===== src/rtl/ctrl_pkg.sv =====
// Shared opcode, state, BRANCH and DataSel encodings for the multi-cycle controller and datapath.
// Latency: n/a (constants, types and pure helper functions only).
// Backpressure: n/a.
package ctrl_pkg;

   // Opcodes, low nibble; 4'hA..4'hD are unassigned and treated as illegal
   localparam logic [3:0] OP_ALU     = 4'h0;
   localparam logic [3:0] OP_ALU_IMM = 4'h1;
   localparam logic [3:0] OP_LOAD    = 4'h2;
   localparam logic [3:0] OP_STORE   = 4'h3;
   localparam logic [3:0] OP_BR      = 4'h4;
   localparam logic [3:0] OP_BMI     = 4'h5;
   localparam logic [3:0] OP_BPL     = 4'h6;
   localparam logic [3:0] OP_BZ      = 4'h7;
   localparam logic [3:0] OP_MOVE    = 4'h8;
   localparam logic [3:0] OP_CMOV    = 4'h9;
   localparam logic [3:0] OP_NOP     = 4'hE;
   localparam logic [3:0] OP_HALT    = 4'hF;

   // FSM state encodings (exported on the debug state port)
   localparam logic [2:0] ST_FETCH     = 3'b000;
   localparam logic [2:0] ST_DECODE    = 3'b001;
   localparam logic [2:0] ST_EXECUTE   = 3'b010;
   localparam logic [2:0] ST_MEMORY    = 3'b011;
   localparam logic [2:0] ST_UPDATE_PC = 3'b100;
   localparam logic [2:0] ST_HALTED    = 3'b101;
   localparam logic [2:0] ST_ERROR     = 3'b110;

   // BRANCH codes
   localparam logic [2:0] BR_NONE = 3'b000;
   localparam logic [2:0] BR_BR   = 3'b001;
   localparam logic [2:0] BR_BMI  = 3'b010;
   localparam logic [2:0] BR_BPL  = 3'b011;
   localparam logic [2:0] BR_BZ   = 3'b100;

   // DataSel codes
   localparam logic [1:0] DS_ALU  = 2'b00;
   localparam logic [1:0] DS_MEM  = 2'b01;
   localparam logic [1:0] DS_CMOV = 2'b10;

   // All control strobes and mux selects driven towards the datapath
   typedef struct packed {
      logic       load_pc;
      logic       rst_pc;
      logic       write_reg;
      logic       rst_reg;
      logic       mem_en;
      logic       mem_wen;
      logic       imm_sel;
      logic [1:0] data_sel;
      logic [2:0] branch;
      logic       halted;
   } ctrl_out_t;

   function automatic logic is_branch(input logic [3:0] op);
      return (op == OP_BR) || (op == OP_BMI) || (op == OP_BPL) || (op == OP_BZ);
   endfunction

   function automatic logic [2:0] branch_code(input logic [3:0] op);
      case (op)
         OP_BR:   return BR_BR;
         OP_BMI:  return BR_BMI;
         OP_BPL:  return BR_BPL;
         OP_BZ:   return BR_BZ;
         default: return BR_NONE;
      endcase
   endfunction

endpackage


===== src/rtl/cont_sync_edge.sv =====
// Synchronises the asynchronous resume push-button and turns its rising edge into a single-cycle pulse.
// Latency: pulse is high in the cycle after the second rising clk edge that sees the input high.
// Backpressure: none; a level held high produces exactly one pulse until it drops again.
// Ports: clk, reset (async active-low), async_in (raw button level), pulse (one-cycle rising-edge strobe).
module cont_sync_edge (
   input  logic clk,
   input  logic reset,
   input  logic async_in,
   output logic pulse
);

   // sync_q[0..1] are the two synchroniser flops; sync_q[2] is the previous synchronised level
   logic [2:0] sync_q;

   always_ff @(posedge clk or negedge reset) begin
      if (!reset) begin
         sync_q <= 3'b000;
      end else begin
         sync_q <= {sync_q[1:0], async_in};
      end
   end

   assign pulse = sync_q[1] & ~sync_q[2];

endmodule


===== src/rtl/control_fsm_mc.sv =====
// Multi-cycle control FSM: FETCH, DECODE, EXECUTE, (MEMORY), UPDATE_PC with halt/resume, traps and retire count.
// Latency: ALU/branch/NOP retire in 4 cycles; LOAD/STORE in 5 plus memory wait cycles.
// Backpressure: stall holds FETCH and UPDATE_PC; mem_ready holds MEMORY up to MEM_TIMEOUT cycles, then bus error.
// Ports: clk, reset (async active-low), cont (resume button), stall, op_code, mem_ready;
//        datapath strobes loadPC/rstPC/writeReg/rstReg/MemEn/MemWen/IMMsel/DataSel/BRANCH;
//        status halted/illegal_op/bus_err, debug state, retired-instruction count instr_count.
module control_fsm_mc #(
   parameter int OPCODE_W        = 4,
   parameter int CNT_W           = 32,
   parameter int MEM_TIMEOUT     = 16,
   parameter bit HALT_ON_ILLEGAL = 1'b1
) (
   input  logic                clk,
   input  logic                reset,
   input  logic                cont,
   input  logic                stall,
   input  logic [OPCODE_W-1:0] op_code,
   input  logic                mem_ready,
   output logic                loadPC,
   output logic                rstPC,
   output logic                writeReg,
   output logic                rstReg,
   output logic                MemEn,
   output logic                MemWen,
   output logic                IMMsel,
   output logic [1:0]          DataSel,
   output logic [2:0]          BRANCH,
   output logic                halted,
   output logic                illegal_op,
   output logic                bus_err,
   output logic [2:0]          state,
   output logic [CNT_W-1:0]    instr_count
);

   import ctrl_pkg::*;

   // Wide enough to hold MEM_TIMEOUT-1, the last waiting cycle before the bus error
   localparam int TMR_W = (MEM_TIMEOUT > 1) ? $clog2(MEM_TIMEOUT) : 1;
   localparam logic [TMR_W-1:0] TMR_LAST = TMR_W'(MEM_TIMEOUT - 1);

   logic [2:0]          state_q, state_d;
   logic [OPCODE_W-1:0] op_q;
   logic [TMR_W-1:0]    tmr_q;
   logic [CNT_W-1:0]    instr_count_q;
   logic                illegal_q;
   logic                bus_err_q;
   logic                rst_q;

   logic                cont_pulse;
   logic                hi_bits;
   logic                op_illegal;
   logic [3:0]          op_lo;
   logic [3:0]          op_eff;

   logic                tmr_clr;
   logic                tmr_inc;
   logic                trap_ill;
   logic                trap_bus;
   logic                retire;

   ctrl_out_t           co;

   cont_sync_edge u_cont_sync (
      .clk      (clk),
      .reset    (reset),
      .async_in (cont),
      .pulse    (cont_pulse)
   );

   // Any set bit above the low nibble makes the opcode illegal
   generate
      if (OPCODE_W > 4) begin : g_wide_op
         assign hi_bits = |op_q[OPCODE_W-1:4];
      end else begin : g_narrow_op
         assign hi_bits = 1'b0;
      end
   endgenerate

   assign op_lo      = op_q[3:0];
   assign op_illegal = hi_bits || ((op_lo >= 4'hA) && (op_lo <= 4'hD));
   // Illegal opcodes decode as NOP, so with trapping disabled they simply retire
   assign op_eff     = op_illegal ? OP_NOP : op_lo;

   // Next-state and side-effect decode
   always_comb begin
      state_d  = state_q;
      tmr_clr  = 1'b0;
      tmr_inc  = 1'b0;
      trap_ill = 1'b0;
      trap_bus = 1'b0;
      retire   = 1'b0;
      case (state_q)
         ST_FETCH: begin
            if (!stall) state_d = ST_DECODE;
         end
         ST_DECODE: begin
            state_d = ST_EXECUTE;
         end
         ST_EXECUTE: begin
            if (op_illegal && HALT_ON_ILLEGAL) begin
               trap_ill = 1'b1;
               state_d  = ST_ERROR;
            end else begin
               case (op_eff)
                  OP_LOAD, OP_STORE: begin
                     tmr_clr = 1'b1;
                     state_d = ST_MEMORY;
                  end
                  OP_HALT: state_d = ST_HALTED;
                  default: state_d = ST_UPDATE_PC;
               endcase
            end
         end
         ST_MEMORY: begin
            if (mem_ready) begin
               state_d = ST_UPDATE_PC;
            end else if (tmr_q == TMR_LAST) begin
               trap_bus = 1'b1;
               state_d  = ST_ERROR;
            end else begin
               tmr_inc = 1'b1;
            end
         end
         ST_UPDATE_PC: begin
            if (!stall) begin
               retire  = 1'b1;
               state_d = ST_FETCH;
            end
         end
         ST_HALTED: begin
            if (cont_pulse) state_d = ST_UPDATE_PC;
         end
         ST_ERROR: begin
            state_d = ST_ERROR;
         end
         default: begin
            // Unused encoding 3'b111 can only come from an upset; park safely
            state_d = ST_ERROR;
         end
      endcase
   end

   always_ff @(posedge clk or negedge reset) begin
      if (!reset) begin
         state_q       <= ST_FETCH;
         op_q          <= '0;
         tmr_q         <= '0;
         instr_count_q <= '0;
         illegal_q     <= 1'b0;
         bus_err_q     <= 1'b0;
         rst_q         <= 1'b1;
      end else begin
         // rst_q keeps PC and register file in reset for one cycle after release
         rst_q   <= 1'b0;
         state_q <= state_d;
         if (state_q == ST_DECODE) op_q <= op_code;
         if (tmr_clr) begin
            tmr_q <= '0;
         end else if (tmr_inc) begin
            tmr_q <= tmr_q + 1'b1;
         end
         if (retire)   instr_count_q <= instr_count_q + 1'b1;
         if (trap_ill) illegal_q     <= 1'b1;
         if (trap_bus) bus_err_q     <= 1'b1;
      end
   end

   // Moore-style output decode from state and latched opcode; only the LOAD
   // register write in MEMORY looks at mem_ready so data is captured in the ready cycle
   always_comb begin
      co         = '0;
      co.rst_pc  = rst_q;
      co.rst_reg = rst_q;
      case (state_q)
         ST_EXECUTE: begin
            case (op_eff)
               OP_ALU, OP_MOVE: co.write_reg = 1'b1;
               OP_ALU_IMM: begin
                  co.write_reg = 1'b1;
                  co.imm_sel   = 1'b1;
               end
               OP_CMOV: begin
                  co.write_reg = 1'b1;
                  co.data_sel  = DS_CMOV;
               end
               OP_BR, OP_BMI, OP_BPL, OP_BZ: begin
                  co.imm_sel = 1'b1;
                  co.branch  = branch_code(op_eff);
               end
               default: ;
            endcase
         end
         ST_MEMORY: begin
            co.mem_en  = 1'b1;
            co.imm_sel = 1'b1;
            if (op_eff == OP_STORE) co.mem_wen = 1'b1;
            if (op_eff == OP_LOAD) begin
               co.data_sel  = DS_MEM;
               co.write_reg = mem_ready;
            end
         end
         ST_UPDATE_PC: begin
            // Branch target selection stays stable while the PC is loaded
            if (is_branch(op_eff)) begin
               co.imm_sel = 1'b1;
               co.branch  = branch_code(op_eff);
            end
            co.load_pc = !stall;
         end
         ST_HALTED: begin
            co.halted = 1'b1;
         end
         default: ;
      endcase
   end

   assign loadPC      = co.load_pc;
   assign rstPC       = co.rst_pc;
   assign writeReg    = co.write_reg;
   assign rstReg      = co.rst_reg;
   assign MemEn       = co.mem_en;
   assign MemWen      = co.mem_wen;
   assign IMMsel      = co.imm_sel;
   assign DataSel     = co.data_sel;
   assign BRANCH      = co.branch;
   assign halted      = co.halted;
   assign illegal_op  = illegal_q;
   assign bus_err     = bus_err_q;
   assign state       = state_q;
   assign instr_count = instr_count_q;

endmodule

===== config.mk =====
export PLATFORM = sky130hd
export DESIGN_NAME = control_fsm_mc
export DESIGN_NICKNAME = d
export VERILOG_FILES = /design/src/rtl/ctrl_pkg.sv /design/src/rtl/cont_sync_edge.sv /design/src/rtl/control_fsm_mc.sv
export SDC_FILE = /design/constraint.sdc
export NUM_CORES = 1
export LEC_CHECK = 0
export CAP_MARGIN = 20
export CELL_PAD_IN_SITES_DETAIL_PLACEMENT = 2
export CELL_PAD_IN_SITES_GLOBAL_PLACEMENT = 2
export CORE_ASPECT_RATIO = 0.75
export CORE_MARGIN = 5
export CORE_UTILIZATION = 25
export CTS_BUF_LIST = sky130_fd_sc_hd__clkbuf_4
export DETAILED_ROUTE_END_ITERATION = 6
export PLACE_DENSITY_LB_ADDON = 0.25
export SLEW_MARGIN = 15
export SYNTH_ARGS = -nofsm -noshare
export SYNTH_HDL_FRONTEND = slang
export SYNTH_SLANG_ARGS = --single-unit
export TNS_END_PERCENT = 50

===== constraint.sdc =====
create_clock -name clk -period 2.6 [get_ports clk]
set_input_delay 0.65 -clock clk [delete_from_list [all_inputs] [get_ports clk]]
set_output_delay 0.65 -clock clk [all_outputs]
set_load 0.02 [all_outputs]

* After elaboration in Yosys (flattened, before gate mapping)
Index checks and enable logic that the tools add are counted.
** Word-level totals
- Bits in registers :: 49
- Bits of input ports :: 9
- Output and inout bits :: 50
- Logic and storage cells :: 88
** Cells by class
- Add/sub/neg operators :: 2
- Order comparisons :: 2
- Eq/ne operators :: 20
- Mux-type cells :: 41
- Bitwise operators :: 2
- Reduce and logical (&&, ||, !) cells :: 13
** Operator list (number)
- $add 32x1->32 const B :: 1
- $mux 3 :: 8
- $mux 1 :: 21
- $pmux 3 s6 :: 1
- $eq 4x3->1 const B :: 4
- $eq 4x4->1 const B :: 4
- $mux 4 :: 3
- $pmux 3 s2 :: 2
- $pmux 3 s4 :: 1
- $eq 4x2->1 const B :: 2
- $reduce_or 4->1 :: 2
- $eq 3x2->1 const B :: 2
- $eq 3x3->1 const B :: 2
- $ne 2x2->1 const B :: 3
- $reduce_or 5->1 :: 1
- $add 4x1->4 const B :: 1
- $eq 4x1->1 const B :: 1
- $ge 4x4->1 const B :: 1
- $le 4x4->1 const B :: 1
- $logic_not 4->1 :: 1
- $mux 2 :: 2
- $pmux 2 s2 :: 1
- $reduce_and 4->1 :: 1
- $eq 3x1->1 const B :: 1
- 11 further kinds :: 13

* Longest topological paths before layout
Gate-level depths: netlist of run 1.
- Depth after elaboration :: 9
- Mapped depth :: 6
- Gate-level depth less buffers :: 5

* Cells and area by module
Synthesis of run 1 repeated with hierarchy kept, for this count alone.
** Second synthesis, totals
- Cells, all modules :: 225
- Area, all modules :: 2396.0 µm²
** Modules (own cells, without submodules)
- control_fsm_mc :: instances 1, cells an instance 221, area an instance 2307.2 µm², seq. area each 1152.4 µm²
- cont_sync_edge :: instances 1, cells an instance 4, area an instance 88.8 µm², seq. area each 75.1 µm²

* Least setup slack after synthesis of run 1
Ideal clock, no wire load.
- Kind :: register -> output
- Start :: reg state_q[2], in the netlist state[2]
- End :: out writeReg
- Arrival time :: 1.931 ns
- Data required time :: 1.950 ns
- Path slack :: 0.019 ns
- Stages on the path, launching flop included :: 5
- Buffers on the path :: 0
- Path through :: dfrtp_1 and2b_1 nand2_1 nor4_1 a21o_1
** Between the ends
- Word-level cells in the longest chain between the ends :: 2
** RTL lines
- start, declared :: RTL line control_fsm_mc.sv:41 : logic [2:0] state_q, state_d;
- start signal, assigned :: RTL line control_fsm_mc.sv:155 : state_q <= state_d;
- $eq 3x2->1 :: RTL line control_fsm_mc.sv:174 : case (state_q)
- $pmux 1 s2 (*) :: RTL line control_fsm_mc.sv:174
- end, declared :: RTL line control_fsm_mc.sv:21 : output logic writeReg,
Mark *: on every way between the ends. The rest lies on a longest branch, timed or not.

* Final worst setup path of run 1
- Start :: in stall
- End :: reg instr_count_q[14], in the netlist instr_count[14]
** Between the ends
- Word-level cells in the longest chain between the ends :: 2
** RTL lines
- start, declared :: RTL line control_fsm_mc.sv:16 : input logic stall,
- $mux 1 :: RTL line control_fsm_mc.sv:125 : if (!stall) begin
- $mux 1 :: RTL line control_fsm_mc.sv:92 : case (state_q)
- end signal, assigned :: RTL line control_fsm_mc.sv:162 : if (retire) instr_count_q <= instr_count_q + 1'b1;
- end, declared :: RTL line control_fsm_mc.sv:44 : logic [CNT_W-1:0] instr_count_q;
Every way passes these cells.
A chain may end at the register's enable or synchronous reset.

==> impl_results.md, run 1 <==
- CTS tree: built
- Core area: 9121 um2
- Post-DP HPWL: 5217 um
- Number of remaining DRC errors: 0
- Via count: 1947
- Max IR drop VDD: 0.0003888 V
- Initial Util: 0.2588
- Syn Inst Count: 225
- Final setup fails: 0
- Synth cell types: 37
- Final hold vios: 0
- Most used cell, CP: buf_4
- H-tree Lvls: 2
- Yosys warning total: 0
- Clock Latency Late Sink: 0.36 ns
- Largest net degree at the start of global routing: 50
- Ys flop type: dfrtp_1
- FP Rows: 30
- Final ANT Viol Nets: 0
- Clock Pin Slew Worst Setup and Hold Paths: 0.14 ns
- RSZ-0062 raised after global routing: true
- Critical path class: primary input to flip-flop
- EDFF count, synth: 0
- Layout area overhead: 38.69%
- IO Port Bufs: 58
- Measured slew at the worst slew-check pin: 0.6788 ns
- FFs w/ async S/R, synth: 1.000
- First-pass GRT wire length: 10870 um
- Signal arrival time at the worst endpoint: 2.87 ns
- Buf/Inv on CP: 3
- DR vias/cell: 4.517
- Clock Path Buffers: 2
- Fraction of layout cells with a size suffix above 1: 0.1749
- Worst path max stage delay: 0.61 ns
- Vias in the first global route: 2098
- Initial antenna violation count: 0
- HP Class: primary input to async pin
- CTS root buffer: clkbuf_4
- Initial DRC count: 47
- Die X: 122.2 um
- Power density over the cells: 727.2 nW/um2
- CP max FO: 9
- Max-slew violations: 0
- CP top delay family: simple AND/OR/NAND/NOR gates
- Post-synthesis sequential element count: 49
- Fin crit period: 2.570 ns
- Most frequent cells in the layout: dfrtp_1, clkdlybuf4s50_1, nand2_1, xnor2_1, buf_4
- CTS Buf Count: 5
- Net count after synthesis: 236
- Router iterations before antenna repair: 4
- Max-cap violation count: 0
- Crit. End Element: flip-flop
- Status: complete, no violations
- Overflow after GRT: 0
- Fmax: 389.1 MHz
- Sequential area share after synthesis: 0.5199
- Setup Buffers After CTS: 0
- Commonest non-fill, non-tap cell in the layout: dfrtp_1
- CTS Hold Buffers Added: 0
- RePlAce Congestion: 0.7370
- Die area: 11510 um2
- Relative slew slack: 0.5440
- DRT Wirelength: 6728 um
- Critical-path top delay cell: or4_4
- GRT Util Overall: 0.1188
- DIE HEIGHT: 94.16 um
- WP data required: 2.90 ns
- Fin crit share: 0.9885
- DR WL/cell: 15.61 um
- ANT cells: 0
- Fin Setup TNS: 0 ns
- Pleak: 0.001469 uW
- Average size of a mapped cell: 10.49 um2
- Worst path cell trace: clkdlybuf4s50_1 -> or4b_4 -> buf_4 -> or4_4 -> buf_4 -> nor2_1 -> xor2_1
- Startpoint types: primary input
- Fin nets: 313
- Clock skew: 0.008351 ns
- CTS sink count: 49
- Synth Cell Area: 2361 um2
- Top-Level Pins: 59
- Total power: 2381 uW
metrics by stage:
| step | std cells | hold slack (ns) | cell area, um2 | utilization | setup slack, ns |
|---|---|---|---|---|---|
| after floorplan | 225 | 0.3312 | 2361 | - | 0.01860 |
| after global placement | 423 | 0.3345 | 3202 | 0.3510 | -0.4251 |
| after detailed placement | 423 | 0.3504 | 3202 | 0.3510 | -0.4186 |
| after CTS | 431 | 0.3804 | 3277 | 0.3593 | 0.01777 |
| after global routing | 431 | 0.3916 | 3274 | 0.3590 | -0.01139 |
| final | 431 | 0.3699 | 3274 | 0.3590 | 0.02991 |
final timing paths:
path	start	end	slack (ns)	cells past startpoint
min in group clk	u_cont_sync.sync_q[0]	u_cont_sync.sync_q[1]	0.38	0
max in group asynchronous	reset	state[1]	1.76	2
setup reg to reg	state[1]	instr_count[14]	0.22	6
hold / removal	reset	op_lo[3]	0.37	2
hold reg to reg	u_cont_sync.sync_q[0]	u_cont_sync.sync_q[1]	0.38	0
setup / recovery	stall	instr_count[14]	0.03	7
cells in the mapped netlist (4+ instances only):
cell type,n,area share
inv_1,6,0.0095
nor4_1,8,0.021
nand4_1,9,0.024
nor3_1,9,0.019
clkbuf_1,6,0.0095
nand3_1,15,0.032
mux2_2,4,0.019
xor2_1,15,0.056
dfrtp_1,48,0.51
xnor2_1,21,0.078
nor2_1,15,0.024
and4_1,4,0.015
nand2_1,22,0.035
o21ai_0,5,0.011
and3_1,6,0.016
what timing repair did:
action | in CTS | in global routing
resized for setup | 19 | 17
setup endpoints to repair | 11 | 8
pin swaps | 0 | 1
report_power, final:
part,internal (uW),switching (uW),leakage (uW)
logic,426,454,0.000781
registers,875,177,0.000649
clock network,199,250,0.0000389
total,1500,881,0.00147
kinds of logic after synthesis:
kind of cell               Yosys count  synth area share
xor gates and xnor gates            36            0.1335
and+or+nand+nor                    102            0.2364
other                                1          0.001588
AOI/OAI and AO/OA                   16           0.04717
adders and majority gates            2           0.01060
DFF                                 49            0.5199
muxes                                4           0.01908
buffers and inverters               15           0.03180
final cells by class:
class                      count  area (um2)
fill                        1003        5847
sequential                    49        1229
multi-input combinational    161        1085
timing repair buffer          79       699.4
tap                          128       160.2
clock inverter                 3       41.29
clock buffer                   5       37.54
inverter                       6       22.52
registers in the layout, summed over array words and instances (netlist names):
signal	cells
instr_count	32
op_lo	4
tmr_q	4
state	3
u_cont_sync.sync_q	3
bus_err	1
illegal_op	1
rstPC	1
routing by layer:
metal  wire length, um  share of wire  GRT usage  vias to the layer above
met4                69          0.010    0.03635                        0
met3               232          0.034    0.02709                        4
li1                  -              -          -                      936
met2              3032           0.45     0.1820                       34
met5                 0              0          0                        -
met1              3394           0.50     0.1659                      973
No activity file was read; power rests on OpenSTA's default activity.
==> inputs of run 2 (changes only) <==
--- a/config.mk
+++ b/config.mk
@@ -8,12 +8,12 @@
 export CAP_MARGIN = 20
 export CELL_PAD_IN_SITES_DETAIL_PLACEMENT = 2
 export CELL_PAD_IN_SITES_GLOBAL_PLACEMENT = 2
-export CORE_ASPECT_RATIO = 0.75
 export CORE_MARGIN = 5
 export CORE_UTILIZATION = 25
 export CTS_BUF_LIST = sky130_fd_sc_hd__clkbuf_4
+export CTS_CLUSTER_DIAMETER = 150
 export DETAILED_ROUTE_END_ITERATION = 6
-export PLACE_DENSITY_LB_ADDON = 0.25
+export PLACE_DENSITY = 0.72
 export SLEW_MARGIN = 15
 export SYNTH_ARGS = -nofsm -noshare
 export SYNTH_HDL_FRONTEND = slang
==> impl_results.md, run 2 (synthesis gave the netlist of run 1 again) <==
- Clock Path Buffers: 2 (unchanged)
- Setup slack, reg-to-reg: 0.35 ns (was 0.22 ns)
- Layout area overhead: 38.95% (was 38.69%)
- Largest net degree at the start of global routing: 31 (was 50)
- Relative slew slack: 0.6479 (was 0.5440)
- CTS Hold Buffers Added: 0 (unchanged)
- WP data required: 1.95 ns (was 2.90 ns)
- First-pass GRT wire length: 11210 um (was 10870 um)
- Post-DP HPWL: 5111 um (was 5217 um)
- Final hold vios: 0 (unchanged)
- FP Rows: 35 (was 30)
- Max-slew violations: 0 (unchanged)
- HP Class: primary input to async pin (unchanged)
- Total power: 2319 uW (was 2381 uW)
- Cell total after placement: 423 (unchanged)
- Top-Level Pins: 59 (unchanged)
- Fin crit period: 2.548 ns (was 2.570 ns)
- Number of remaining DRC errors: 0 (unchanged)
- Router iterations before antenna repair: 4 (unchanged)
- RSZ-0062 raised after global routing: true (unchanged)
- GRT Util Overall: 0.1205 (was 0.1188)
- Clock skew: 0.01889 ns (was 0.008351 ns)
- Most frequent cells in the layout: dfrtp_1, clkdlybuf4s50_1, buf_4, nand2_1, xnor2_1 (was dfrtp_1, clkdlybuf4s50_1, nand2_1, xnor2_1, buf_4)
- Crit. End Element: output pin (was flip-flop)
- Clock Pin Slew Worst Setup and Hold Paths: 0.15 ns (was 0.14 ns)
- CTS sink count: 49 (unchanged)
- Cell area after layout: 3281 um2 (was 3274 um2)
- Core area: 9240 um2 (was 9121 um2)
- DRT Wirelength: 6679 um (was 6728 um)
- Final worst slack: 0.05181 ns (was 0.02991 ns)
- CP top delay family: buffers and inverters (was simple AND/OR/NAND/NOR gates)
- H-tree Lvls: 2 (unchanged)
- IO Port Bufs: 58 (unchanged)
- Clock Latency Late Sink: 0.37 ns (was 0.36 ns)
- Die area: 11490 um2 (was 11510 um2)
- Final setup fails: 0 (unchanged)
- Max IR drop VDD: 0.0004519 V (was 0.0003888 V)
- R2R Path Start: state[0] (was state[1])
- RePlAce Congestion: 0.7603 (was 0.7370)
- Pleak: 0.001490 uW (was 0.001469 uW)
- Buf/Inv on CP: 3 (unchanged)
- Die X: 107.2 um (was 122.2 um)
- Critical path class: primary input to output pin (was primary input to flip-flop)
- CTS root buffer: clkbuf_4 (unchanged)
- Initial DRC count: 14 (was 47)
- Worst path max stage delay: 0.53 ns (was 0.61 ns)
- Measured slew at the worst slew-check pin: 0.5242 ns (was 0.6788 ns)
- Startpoint types: primary input (unchanged)
- FF-to-FF path depth: 5 (was 6)
- Fin crit share: 0.9801 (was 0.9885)
- Worst path cell trace: clkdlybuf4s50_1 -> or4b_4 -> inv_1 -> buf_2 (was clkdlybuf4s50_1 -> or4b_4 -> buf_4 -> or4_4 -> buf_4 -> nor2_1 -> xor2_1)
- CP max FO: 2 (was 9)
- Final cell count without fillers: 434 (was 431)
- Initial Util: 0.2555 (was 0.2588)
- CTS tree: built (unchanged)
- Final ANT Viol Nets: 0 (unchanged)
- Max-cap violation count: 0 (unchanged)
- Max reg flops: 32 (unchanged)
- Power density over the cells: 707.0 nW/um2 (was 727.2 nW/um2)
- Placed Area: 3196 um2 (was 3202 um2)
- DIE HEIGHT: 107.2 um (was 94.16 um)
- ANT cells: 0 (unchanged)
- Signal arrival time at the worst endpoint: 1.90 ns (was 2.87 ns)
- Via count: 1974 (was 1947)
- RR Endpoint: instr_count[24] (was instr_count[14])
- DR WL/cell: 15.39 um (was 15.61 um)
- Fraction of layout cells with a size suffix above 1: 0.1803 (was 0.1749)
- Fmax: 392.4 MHz (was 389.1 MHz)
- CP Depth: 4 (was 7)
- Status: complete, no violations (unchanged)
- Final Util: 0.3550 (was 0.3590)
- Commonest non-fill, non-tap cell in the layout: dfrtp_1 (unchanged)
- Vias in the first global route: 2231 (was 2098)
- DR vias/cell: 4.548 (was 4.517)
- CTS Buf Count: 5 (unchanged)
- Setup WS pre-CTS: -0.4907 ns (was -0.4186 ns)
- Critical-path top delay cell: or4b_4 (was or4_4)
- Fin nets: 315 (was 313)
- Overflow after GRT: 0 (unchanged)
- Initial antenna violation count: 0 (unchanged)
[run 2: layout make-up]
| type | count | area [um2] |
|---|---|---|
| fill | 1027 | 5959 |
| sequential | 49 | 1229 |
| multi-input combinational | 161 | 1087 |
| timing repair buffer | 81 | 718.2 |
| tap | 129 | 161.4 |
| clock buffer | 5 | 37.54 |
| clock inverter | 3 | 25.02 |
| inverter | 6 | 22.52 |
[run 2: where the power goes]
group / switching (uW) / total (uW) / internal, uW
registers: 179 / 1050 / 875
clock network: 266 / 377 / 111
logic: 448 / 888 / 441
[run 2: worst max-delay path by stage]
stage,start,to
floorplan,state[2],writeReg
global placement,stall,loadPC
detailed placement,stall,instr_count[18]
CTS,state[0],IMMsel
global route,state[0],DataSel[1]
finish,stall,loadPC
[run 2: metrics by stage]
step           hold WS [ns]  setup TNS [ns]
2_1_floorplan        0.3312               0
3_3_place_gp         0.3345          -3.710
3_5_place_dp         0.3379          -4.201
4_1_cts              0.2034               0
5_1_grt              0.2067        -0.02097
6_report             0.2032               0
[run 2: worst reg2reg max path: stages (launching register included)]
cell and delay, ns:
dfrtp_1 0.45, or4b_4 0.57, buf_4 0.19, or4_4 0.50
nor4_4 0.31, xor2_1 0.16
[run 2: repair_timing]
action,4_1_cts,5_1_grt
setup buffers,0,3
resized for setup,24,13
pin swaps,0,1
gates cloned,0,0
setup endpoints to repair,13,12
[run 2: layer usage]
layer	vias up	GRT usage	wire length, um
met5	-	0	0
met1	991	0.1420	2924
met3	6	0.03070	339
li1	935	-	-
met2	42	0.2163	3346
met4	0	0.03196	68
==> inputs of run 3 (changes only) <==
--- a/config.mk
+++ b/config.mk
@@ -11,7 +11,7 @@
 export CORE_MARGIN = 5
 export CORE_UTILIZATION = 25
 export CTS_BUF_LIST = sky130_fd_sc_hd__clkbuf_4
-export CTS_CLUSTER_DIAMETER = 150
+export CTS_CLUSTER_DIAMETER = 50
 export DETAILED_ROUTE_END_ITERATION = 6
 export PLACE_DENSITY = 0.72
 export SLEW_MARGIN = 15
==> results of run 3 <==
Same layout as run 2: the final DEF is identical, and so are final timing and power.
==> RTL change (settings of run 1) <==
Set the parameter `HALT_ON_ILLEGAL` to 1'b0 (it was 1'b1).
--- a/src/rtl/control_fsm_mc.sv
+++ b/src/rtl/control_fsm_mc.sv
@@ -9,5 +9,5 @@
    parameter int CNT_W           = 32,
    parameter int MEM_TIMEOUT     = 16,
-   parameter bit HALT_ON_ILLEGAL = 1'b1
+   parameter bit HALT_ON_ILLEGAL = 1'b0
 ) (
    input  logic                clk,
Function: changed (Yosys sat finds a counterexample within 4 cycles, from zero or initial values and one cycle with reset low).
==> RTL change against run 1 <==
- global-route usage up 0.75 points
- power down 12%
- setup slack worse by 0.024 ns
- sequential cell count down 1
- final area down 3.9%
- synthesized area down 3.2%
- clock power down 20%
- via count down 2.4%
- routed wire length down 0.49%
- non-clock buffer count down 5
- fmax down 0.93%
==> RTL change: results (changes against run 1) <==
status=completed; post_cts resized=18 (-1); Detailed Route Iter0 Violations=62 (+32%); H-tree depth=2 (unchanged); maximum vdd drop=0.3549 mV (-8.7%); DRT Wirelength=6695 um (-0.49%); hpwl dp=5099 um (-2.3%); gr usage total=12.63% (+0.75 points); share of cells above drive strength 1=15.59% (-1.9 points); DR vias=1900 (-2.4%); Synth cell types=38 (+2.7%); r2r setup slk=0.26 ns (+0.04 ns); worst r2r path cells=5 (-1); LEAKAGE=1.410 nW (-4.0%); arrival time worst endpoint=2.88 ns (about the same); vias in the first global route=2062 (-1.7%); first-pass GRT wire length=11320 um (+4.2%); synth top area cells=dfrtp_1 (51%), xnor2_1 (8.8%), xor2_1 (4.2%); layout net count=305 (-2.6%); largest net degree at the start of global routing=29 (-42%); Post-Place Cell Area=3080 um^2 (-3.8%); commonest cells in the netlist=dfrtp_1 (47), nand2_1 (25), xnor2_1 (23); R2R Path End=instr_count[31]; slew at the pin closest to its max-slew limit=0.6798 ns (+0.001060 ns); I/O Buffers=57 (-1.7%); Final Skew=0.01611 ns (+0.007761 ns)
[RTL change: cell types whose count changed after synthesis, sizes merged, moves of 3 or more]
cell,change
nand2,+3
nor3,-5
or2,-3
xor2,-4
and2,+4
[RTL change: critical path, delay by kind of cell]
kind / cells / cell delay, ns
XOR/XNOR: 1 / 0.19
AND/OR/NAND/NOR: 3 / 1.39
buffers and inverters: 2 / 0.66
[RTL change: metal layers]
layer,vias up,share of wire [%],GRT usage [%],wire length [um]
met1,954,51,18.34,3419
met5,-,0,0,0
met2,26,45,19.48,3033
li1,916,-,-,-
met3,4,2.9,2.381,192
met4,0,0.76,2.830,51
[RTL change: per-stage QoR]
stage / power, mW / cells / setup TNS (ns) / utilization [%] / setup WS [ns]
global placement: 1.725 / 399 / -4.100 / 34.34 / -0.4478
detailed placement: 1.756 / 399 / -4.922 / 34.34 / -0.4567
floorplan: 1.360 / 223 / 0 / - / 0.001830
finish: 2.102 / 407 / 0 / 35.08 / 0.005750
global route: 2.259 / 407 / -0.08435 / 35.08 / -0.06079
CTS: 2.126 / 407 / -0.06712 / 35.02 / -0.06712
[RTL change: how the worst min path moves through the flow]
stage               cells after the start  slack (ns)                    end
global route                            1        0.34               op_lo[0]
floorplan                               0        0.33  u_cont_sync.sync_q[1]
CTS                                     1        0.32               op_lo[3]
detailed placement                      0        0.34  u_cont_sync.sync_q[1]
global placement                        0        0.34  u_cont_sync.sync_q[1]
finish                                  1        0.30               op_lo[3]
[RTL change: cells by family (layout without fill, tap and decap cells)]
group | count (synthesis) | in the layout | synth area share [%]
buf+inv | 17 | 89 | 3.284
xor+xnor | 34 | 34 | 13.03
mux | 2 | 2 | 0.9852
compound gates | 18 | 18 | 4.927
simple gates | 100 | 100 | 23.92
other cells | 1 | 2 | 0.1640
flops | 48 | 48 | 52.60
fa+ha+maj | 2 | 2 | 1.095
[RTL change: layout make-up]
type | instances | area, um^2
Clock inverter | 1 | 3.754
Fill cell | 992 | 5824
Tap cell | 112 | 140.1
Timing Repair Buffer | 74 | 666.9
Multi-Input combinational cell | 158 | 1052
Sequential cell | 48 | 1205
Clock buffer | 7 | 52.55
Inverter | 7 | 26.28
[RTL change: where the power goes]
part / total (mW) / switching (mW) / internal (mW) / leakage [nW]
clock: 0.360 / 0.234 / 0.126 / 0.0338
sequential: 0.962 / 0.117 / 0.846 / 0.635
combinational: 0.780 / 0.427 / 0.353 / 0.742
